===== config.mk =====
export PLATFORM = sky130hd
export DESIGN_NAME = trace_capture_buffer_flat
export DESIGN_NICKNAME = d
export VERILOG_FILES = /design/src/rtl/trace_capture_buffer_if.sv /design/src/rtl/trace_capture_buffer.sv /design/src/flat_wrapper.sv
export SDC_FILE = /design/constraint.sdc
export NUM_CORES = 1
export LEC_CHECK = 0
export CAP_MARGIN = 20
export CORE_MARGIN = 3
export CORE_UTILIZATION = 60
export DETAILED_ROUTE_END_ITERATION = 6
export GPL_TIMING_DRIVEN = 0
export PLACE_DENSITY = 0.79
export SLEW_MARGIN = 15
export SYNTH_ARGS = -nofsm -noshare
export SYNTH_HDL_FRONTEND = slang
export SYNTH_SLANG_ARGS = --single-unit

===== constraint.sdc =====
create_clock -name clk -period 12 [get_ports clk]
set_input_delay 2.4 -clock clk [delete_from_list [all_inputs] [get_ports clk]]
set_output_delay 2.4 -clock clk [all_outputs]
set_load 0.05 [all_outputs]

===== src/rtl/trace_capture_buffer_if.sv =====
// Bundle of signals between a trace capture buffer and its surroundings.
//   Capture side (from the CPU, observe only): arm, cap_en, trig_addr, addr_in, result_in
//   Read side (to the host or display):        rd_ready in; rd_valid, rd_addr, rd_result out
//   Status:                                    count, full, state
// The slave modport is the buffer itself. The master modport is whatever drives
// the CPU taps and consumes the read port.
interface trace_capture_buffer_if #(
  parameter int AW = 4
);
  logic          arm;
  logic          cap_en;
  logic [31:0]   trig_addr;
  logic [31:0]   addr_in;
  logic [31:0]   result_in;
  logic          rd_ready;
  logic          rd_valid;
  logic [31:0]   rd_addr;
  logic [31:0]   rd_result;
  logic [AW:0]   count;
  logic          full;
  logic [1:0]    state;

  modport master (
    output arm, cap_en, trig_addr, addr_in, result_in, rd_ready,
    input  rd_valid, rd_addr, rd_result, count, full, state
  );

  modport slave (
    input  arm, cap_en, trig_addr, addr_in, result_in, rd_ready,
    output rd_valid, rd_addr, rd_result, count, full, state
  );
endinterface


===== src/rtl/trace_capture_buffer.sv =====
// Debug trace buffer that sits beside a single-cycle CPU. Once armed, it waits
// for the CPU to execute the instruction at trig_addr. From that instruction on,
// it records {addr_in, result_in} for every executed instruction into a
// first-word-fall-through FIFO. When the FIFO fills without being drained, the
// buffer freezes. It returns to idle once the frozen contents have been read out.
// It never stalls the CPU.
// Ports:
//   clk    rising-edge clock
//   rst_n  synchronous active-low reset; discards all captured entries
//   bus    trace_capture_buffer_if.slave (capture taps, read port, status)
module trace_capture_buffer #(
  parameter int DEPTH = 16,
  parameter int AW    = 4
) (
  input  logic                    clk,
  input  logic                    rst_n,
  trace_capture_buffer_if.slave   bus
);

  typedef enum logic [1:0] {
    S_IDLE    = 2'd0,
    S_ARMED   = 2'd1,
    S_CAPTURE = 2'd2,
    S_FROZEN  = 2'd3
  } state_t;

  localparam logic [AW:0] DEPTH_C = (AW+1)'(DEPTH);
  localparam logic [AW:0] ONE_C   = (AW+1)'(1);

  state_t         state_q;
  logic [AW-1:0]  wr_ptr;
  logic [AW-1:0]  rd_ptr;
  logic [AW:0]    count_q;
  logic           full_q;
  logic           vld_q;

  // Entry layout: {addr[31:0], result[31:0]}. Data storage has no reset.
  logic [63:0]    mem [DEPTH];
  logic [63:0]    head;

  logic           trig_hit;
  logic           push;
  logic           pop;
  logic [AW:0]    count_nxt;

  // The triggering instruction itself is captured, so a hit in ARMED counts as a
  // capture cycle.
  assign trig_hit  = (state_q == S_ARMED) && bus.cap_en &&
                     (bus.addr_in == bus.trig_addr);
  assign push      = bus.cap_en && !full_q &&
                     ((state_q == S_CAPTURE) || trig_hit);
  assign pop       = vld_q && bus.rd_ready;
  assign count_nxt = count_q + {{AW{1'b0}}, push} - {{AW{1'b0}}, pop};

  always_ff @(posedge clk) begin
    if (push) begin
      mem[wr_ptr] <= {bus.addr_in, bus.result_in};
    end
  end

  // Control: pointers, occupancy, and the capture FSM. full/valid are registered
  // from the next count, so they line up with count on every cycle.
  always_ff @(posedge clk) begin
    if (!rst_n) begin
      state_q <= S_IDLE;
      wr_ptr  <= '0;
      rd_ptr  <= '0;
      count_q <= '0;
      full_q  <= 1'b0;
      vld_q   <= 1'b0;
    end else begin
      if (push) begin
        wr_ptr <= wr_ptr + 1'b1;
      end
      if (pop) begin
        rd_ptr <= rd_ptr + 1'b1;
      end
      count_q <= count_nxt;
      full_q  <= (count_nxt == DEPTH_C);
      vld_q   <= (count_nxt != '0);

      case (state_q)
        S_IDLE: begin
          // A trigger that coincides with arm is not seen. Matching starts
          // in ARMED.
          if (bus.arm) begin
            state_q <= S_ARMED;
          end
        end
        S_ARMED: begin
          if (trig_hit) begin
            state_q <= (count_nxt == DEPTH_C) ? S_FROZEN : S_CAPTURE;
          end
        end
        S_CAPTURE: begin
          // Only a real fill freezes. A pop on the same edge keeps capture going.
          if (count_nxt == DEPTH_C) begin
            state_q <= S_FROZEN;
          end
        end
        S_FROZEN: begin
          if (pop && (count_q == ONE_C)) begin
            state_q <= S_IDLE;
          end
        end
        default: state_q <= S_IDLE;
      endcase
    end
  end

  // First-word-fall-through head. The data is forced to zero while the buffer is
  // empty, so the uninitialised memory never reaches the port.
  assign head          = mem[rd_ptr];
  assign bus.rd_valid  = vld_q;
  assign bus.rd_addr   = vld_q ? head[63:32] : 32'd0;
  assign bus.rd_result = vld_q ? head[31:0]  : 32'd0;
  assign bus.count     = count_q;
  assign bus.full      = full_q;
  assign bus.state     = state_q;

endmodule

===== src/flat_wrapper.sv =====
// flat-port wrapper written by rule: the top's interface ports become plain ports
module trace_capture_buffer_flat 
#(
  parameter int DEPTH = 16,
  parameter int AW    = 4
)
  (clk, rst_n, bus_arm, bus_cap_en, bus_trig_addr, bus_addr_in, bus_result_in, bus_rd_ready, bus_rd_valid, bus_rd_addr, bus_rd_result, bus_count, bus_full, bus_state);
  trace_capture_buffer_if #(.AW(AW)) bus_i ();
  input  logic clk;
  input  logic rst_n;
  input wire logic [$bits(bus_i.arm)-1:0] bus_arm;
  input wire logic [$bits(bus_i.cap_en)-1:0] bus_cap_en;
  input wire logic [$bits(bus_i.trig_addr)-1:0] bus_trig_addr;
  input wire logic [$bits(bus_i.addr_in)-1:0] bus_addr_in;
  input wire logic [$bits(bus_i.result_in)-1:0] bus_result_in;
  input wire logic [$bits(bus_i.rd_ready)-1:0] bus_rd_ready;
  output wire logic [$bits(bus_i.rd_valid)-1:0] bus_rd_valid;
  output wire logic [$bits(bus_i.rd_addr)-1:0] bus_rd_addr;
  output wire logic [$bits(bus_i.rd_result)-1:0] bus_rd_result;
  output wire logic [$bits(bus_i.count)-1:0] bus_count;
  output wire logic [$bits(bus_i.full)-1:0] bus_full;
  output wire logic [$bits(bus_i.state)-1:0] bus_state;
  assign bus_i.arm = bus_arm;
  assign bus_i.cap_en = bus_cap_en;
  assign bus_i.trig_addr = bus_trig_addr;
  assign bus_i.addr_in = bus_addr_in;
  assign bus_i.result_in = bus_result_in;
  assign bus_i.rd_ready = bus_rd_ready;
  assign bus_rd_valid = bus_i.rd_valid;
  assign bus_rd_addr = bus_i.rd_addr;
  assign bus_rd_result = bus_i.rd_result;
  assign bus_count = bus_i.count;
  assign bus_full = bus_i.full;
  assign bus_state = bus_i.state;
  trace_capture_buffer #(.DEPTH(DEPTH), .AW(AW)) u_core (.clk(clk), .rst_n(rst_n), .bus(bus_i));
endmodule

==> impl_metrics.toml, run 1 <==
[cts]
cts-htree-levels = 3
clock-sinks = 1045
ctsLongestPathBuffers = 3
clk_latency_ns = 0.65
post_cts_resize_count = 0
tritoncts = "built"
post_cts_hold_fix_bufs = 0
cts_root_buf = "sky130_fd_sc_hd__clkbuf_16"
worst_setup_hold_path_clk_slew_ns = 0.06
post_cts_buffers = 0
numCtsBuffers = 100

[setup_path]
worst_ep_arrival_time_ns = 8.41
r2r_setup_slack_ns = 7.41
setup.worst_path.end_class = "flip-flop"
worst_setup_path_start_kind = "input pin"
reg2reg_depth = 14
crit_required_ns = 12.55
path_max_fanout = 17
critical-path-top-cell-by-count = "sky130_fd_sc_hd__nand4_1"
timing_worst_setup_path_type = "in2reg"
cells_along_the_critical_path = "clkdlybuf4s50_1, xnor2_1, nand4_1, nor4_1, nand4_1, a21boi_1, buf_2, ha_1, fa_1, or3_1, a211o_1, a211oi_1, o21ai_1, a221o_1, o211ai_1"
slowest_stage = "sky130_fd_sc_hd__clkdlybuf4s50_1"
largest_stage_delay_on_the_critical_path_ns = 0.68
rr_endpoint = "u_core.bus.state[0]"
worst_r2r_startpoint = "u_core.bus.state[1]"

[synth]
synth-adder-area-share_pct = 0.513
main_combinational_cell_family_by_area_after_synthesis = "multiplexers"
yosysSeqAreaShare_pct = 77.0
synth-async-reset-ratio_pct = 0
synth_simple_gate_area_share_pct = 2.00
synthMuxAreaShare_pct = 18.0
avg_synthesized_cell_area_sq_um = 24.2
postSynthCellCount = 1671
mappedNetlistArea_sq_um = 40500
syn-num-nets = 1788
yosys_warnings = 0
yosys_register_bits = 1045
synth_top_flop_cell = "sky130_fd_sc_hd__edfxtp_1"
synth.lib_cells_used.distinct = 42
synthXorXnorAreaFrac_pct = 0.822
fraction_of_the_mapped_netlist_area_in_compound_gates_pct = 0.275
synth_enable_flop_cells = 1024

[global_route]
grt_first_pass_wirelength_um = 144000
globalRouteTotalUtil_pct = 29.0
globalRoute.totalOverflow = 0
antenna_found_initial = 10
number_of_global_route_vias_before_repair = 20800
pin_count_of_the_biggest_net_entering_global_routing = 40

[die]
core-area_sq_um = 66300
num_io_pins = 174
floorplan.initialDensity_pct = 61.1
fp.dieW_um = 266
core.rowCount = 94
dieArea_sq_um = 70700
die_h_um = 266

[cells_and_area]
synthToLayoutAreaGrowth_pct = 16.2
most-common-layout-cells = "sky130_fd_sc_hd__edfxtp_1, sky130_fd_sc_hd__mux4_2, sky130_fd_sc_hd__clkdlybuf4s50_1"
layout_commonest_cell = "sky130_fd_sc_hd__edfxtp_1"
filler_cell_count = 3695
fin_nets = 2086
final_layout_size_suffix_gt1_share_pct = 25.2

[pwr]
power_density_nw_per_um2 = 184
leakage_nw = 14.4
irDropWorstVdd_mv = 0.157

[timing]
rsz0062_at_grt = "false"
min_period_ns = 7.86
hold_ws_ns = 0.524
setup_tns_ns = 0
final.setup.worst_slack_ns = 4.14
finalSetupViolations = 0
hold_violations = 0
final-max-slew-violation-count = 0
fmaxAchievable_ghz = 0.127
fin_worst_skew_ns = 0.0217
worst_pin_slew_ns = 1.16
timing.final.crit_share_pct = 65.5
max_slew_margin_pct = 22.9

[routing]
post_drt_wl_per_cell_um = 34.2
drtPass1Iterations = 5
detail_route.iter0.violations = 2493
via_count = 19800
drc = 0
antenna_left = 0
vias_per_cell = 6.79
drt_wl_total_um = 99800

[place]
worst_slack_after_detailed_placement_ns = 3.60
place_congestion = 0.776
placement.io_buffers = 173
dpl.hpwl_um = 55000

[run]
max_cap_violation_count = 0

[min_path]
timing.hold.worst_path_depth = 2
whs_endpoint = "u_core.wr_ptr[1]"
hold_path.class = "reg2reg"
holdCritStartpoint = "u_core.wr_ptr[1]"

[outcome]
status = "completed"
[routing by layer]
metal | global-route usage [%] | up-vias | routed length (um)
met4 | 12.2 | 6 | 4270
met3 | 5.52 | 274 | 8980
met5 | 0 | - | 34
li1 | - | 7714 | -
met1 | 37.3 | 10500 | 34600
met2 | 49.3 | 1302 | 51900
[cell usage after synthesis, types with 2 or more instances]
cell | n | area (sq um)
sky130_fd_sc_hd__and2_1 | 79 | 494
sky130_fd_sc_hd__nor4_1 | 2 | 12.5
sky130_fd_sc_hd__buf_1 | 6 | 22.5
sky130_fd_sc_hd__nand2_1 | 15 | 56.3
sky130_fd_sc_hd__nand2b_1 | 3 | 18.8
sky130_fd_sc_hd__edfxtp_1 | 1024 | 30700
sky130_fd_sc_hd__mux2i_1 | 5 | 50.1
sky130_fd_sc_hd__nor2b_1 | 4 | 25.0
sky130_fd_sc_hd__xor2_1 | 6 | 52.6
sky130_fd_sc_hd__o211ai_1 | 3 | 22.5
sky130_fd_sc_hd__dfxtp_1 | 21 | 420
sky130_fd_sc_hd__nand3_1 | 2 | 10.0
sky130_fd_sc_hd__mux4_1 | 9 | 236
sky130_fd_sc_hd__mux4_2 | 311 | 7000
sky130_fd_sc_hd__nor2_1 | 2 | 7.51
sky130_fd_sc_hd__nand4_1 | 9 | 56.3
sky130_fd_sc_hd__xnor2_1 | 32 | 280
sky130_fd_sc_hd__inv_1 | 14 | 52.6
sky130_fd_sc_hd__and3_1 | 14 | 87.6
sky130_fd_sc_hd__buf_6 | 27 | 304
sky130_fd_sc_hd__ha_1 | 15 | 188
sky130_fd_sc_hd__clkbuf_1 | 44 | 165
sky130_fd_sc_hd__a21oi_1 | 3 | 15.0
sky130_fd_sc_hd__buf_2 | 3 | 15.0
[report_power, final]
part | leakage [nW] | switching, W | total [W] | internal, W
logic | 3.45 | 0.000862 | 0.00151 | 0.000647
clock network | 1.53 | 0.00131 | 0.00306 | 0.00176
registers | 9.37 | 0.0000241 | 0.00408 | 0.00405
total | 14.4 | 0.00219 | 0.00865 | 0.00646
[worst max path at each step]
stage,startpoint,endpoint,slack [ns],depth (start not counted)
3_3_place_gp,bus_addr_in[20],u_core.mem[12][25],2.43,8
6_report,bus_addr_in[20],u_core.bus.state[0],4.14,15
2_1_floorplan,bus_trig_addr[22],u_core.bus.state[0],6.34,14
5_1_grt,bus_addr_in[20],u_core.bus.state[0],3.95,15
3_5_place_dp,bus_addr_in[20],u_core.bus.state[0],3.60,15
4_1_cts,bus_addr_in[20],u_core.bus.state[0],4.16,15
[final cells by class]
type | count | area, sq um | area share, %
diodes | 6 | 15.0 | 0.0319
plain buffers | 81 | 529 | 1.12
clock buffers | 133 | 2720 | 5.78
clock inverters | 44 | 413 | 0.878
inverters | 14 | 52.6 | 0.112
multi-input cells | 531 | 8820 | 18.8
flip-flops and latches | 1045 | 31200 | 66.2
well taps | 864 | 1080 | 2.30
repair buffers | 196 | 2240 | 4.77
[through the flow]
step	instance area, sq um	power, W	util (%)	instances
final	47100	0.00865	70.9	2914
after global routing	47000	0.00888	70.9	2912
after CTS	47000	0.00868	70.8	2905
after detailed placement	43900	0.00565	66.1	2728
after global placement	43300	0.00560	65.3	2708
after floorplan	40500	0.00515	-	1671
[worst max-delay path: cells and delay by family]
family                   cells  cell delay (ns)
AO/OA/AOI/OAI                6             1.72
XOR/XNOR                     1             0.67
adder cells (fa/ha/maj)      2             0.73
buffers and inverters        2             1.01
AND/OR/NAND/NOR              4             1.86
[logic make-up after synthesis]
| group | Yosys count |
|---|---|
| buffers and inverters | 95 |
| AO/OA/AOI/OAI | 16 |
| AND/OR/NAND/NOR | 136 |
| flip-flops | 1045 |
| adder cells (fa/ha/maj) | 16 |
| multiplexers | 325 |
| XOR/XNOR | 38 |
[sequential cells by signal, indices dropped and copies added (netlist names), named ones only]
name                 flops
u_core.rd_ptr            4
u_core.mem            1024
u_core.bus.rd_valid      1
u_core.bus.count         5
u_core.wr_ptr            4
u_core.bus.state         2
u_core.bus.full          1
Note: power is estimated with default switching activity, not from simulation.
==> inputs of run 2 (changes only) <==
Clock period 12 ns to 7.64 ns, I/O delays scaled along.
==> results of run 2 <==
Same layout as run 1 (identical final DEF). Status: completed.
Main changes from that run: setup slack after placement 3.60 ns -> 0.111 ns; setup slack after layout 4.14 ns -> 0.647 ns; register-to-register setup slack 7.41 ns -> 3.05 ns; total power 0.00865 W -> 0.0136 W; worst IR drop on VDD 0.157 mV -> 0.246 mV
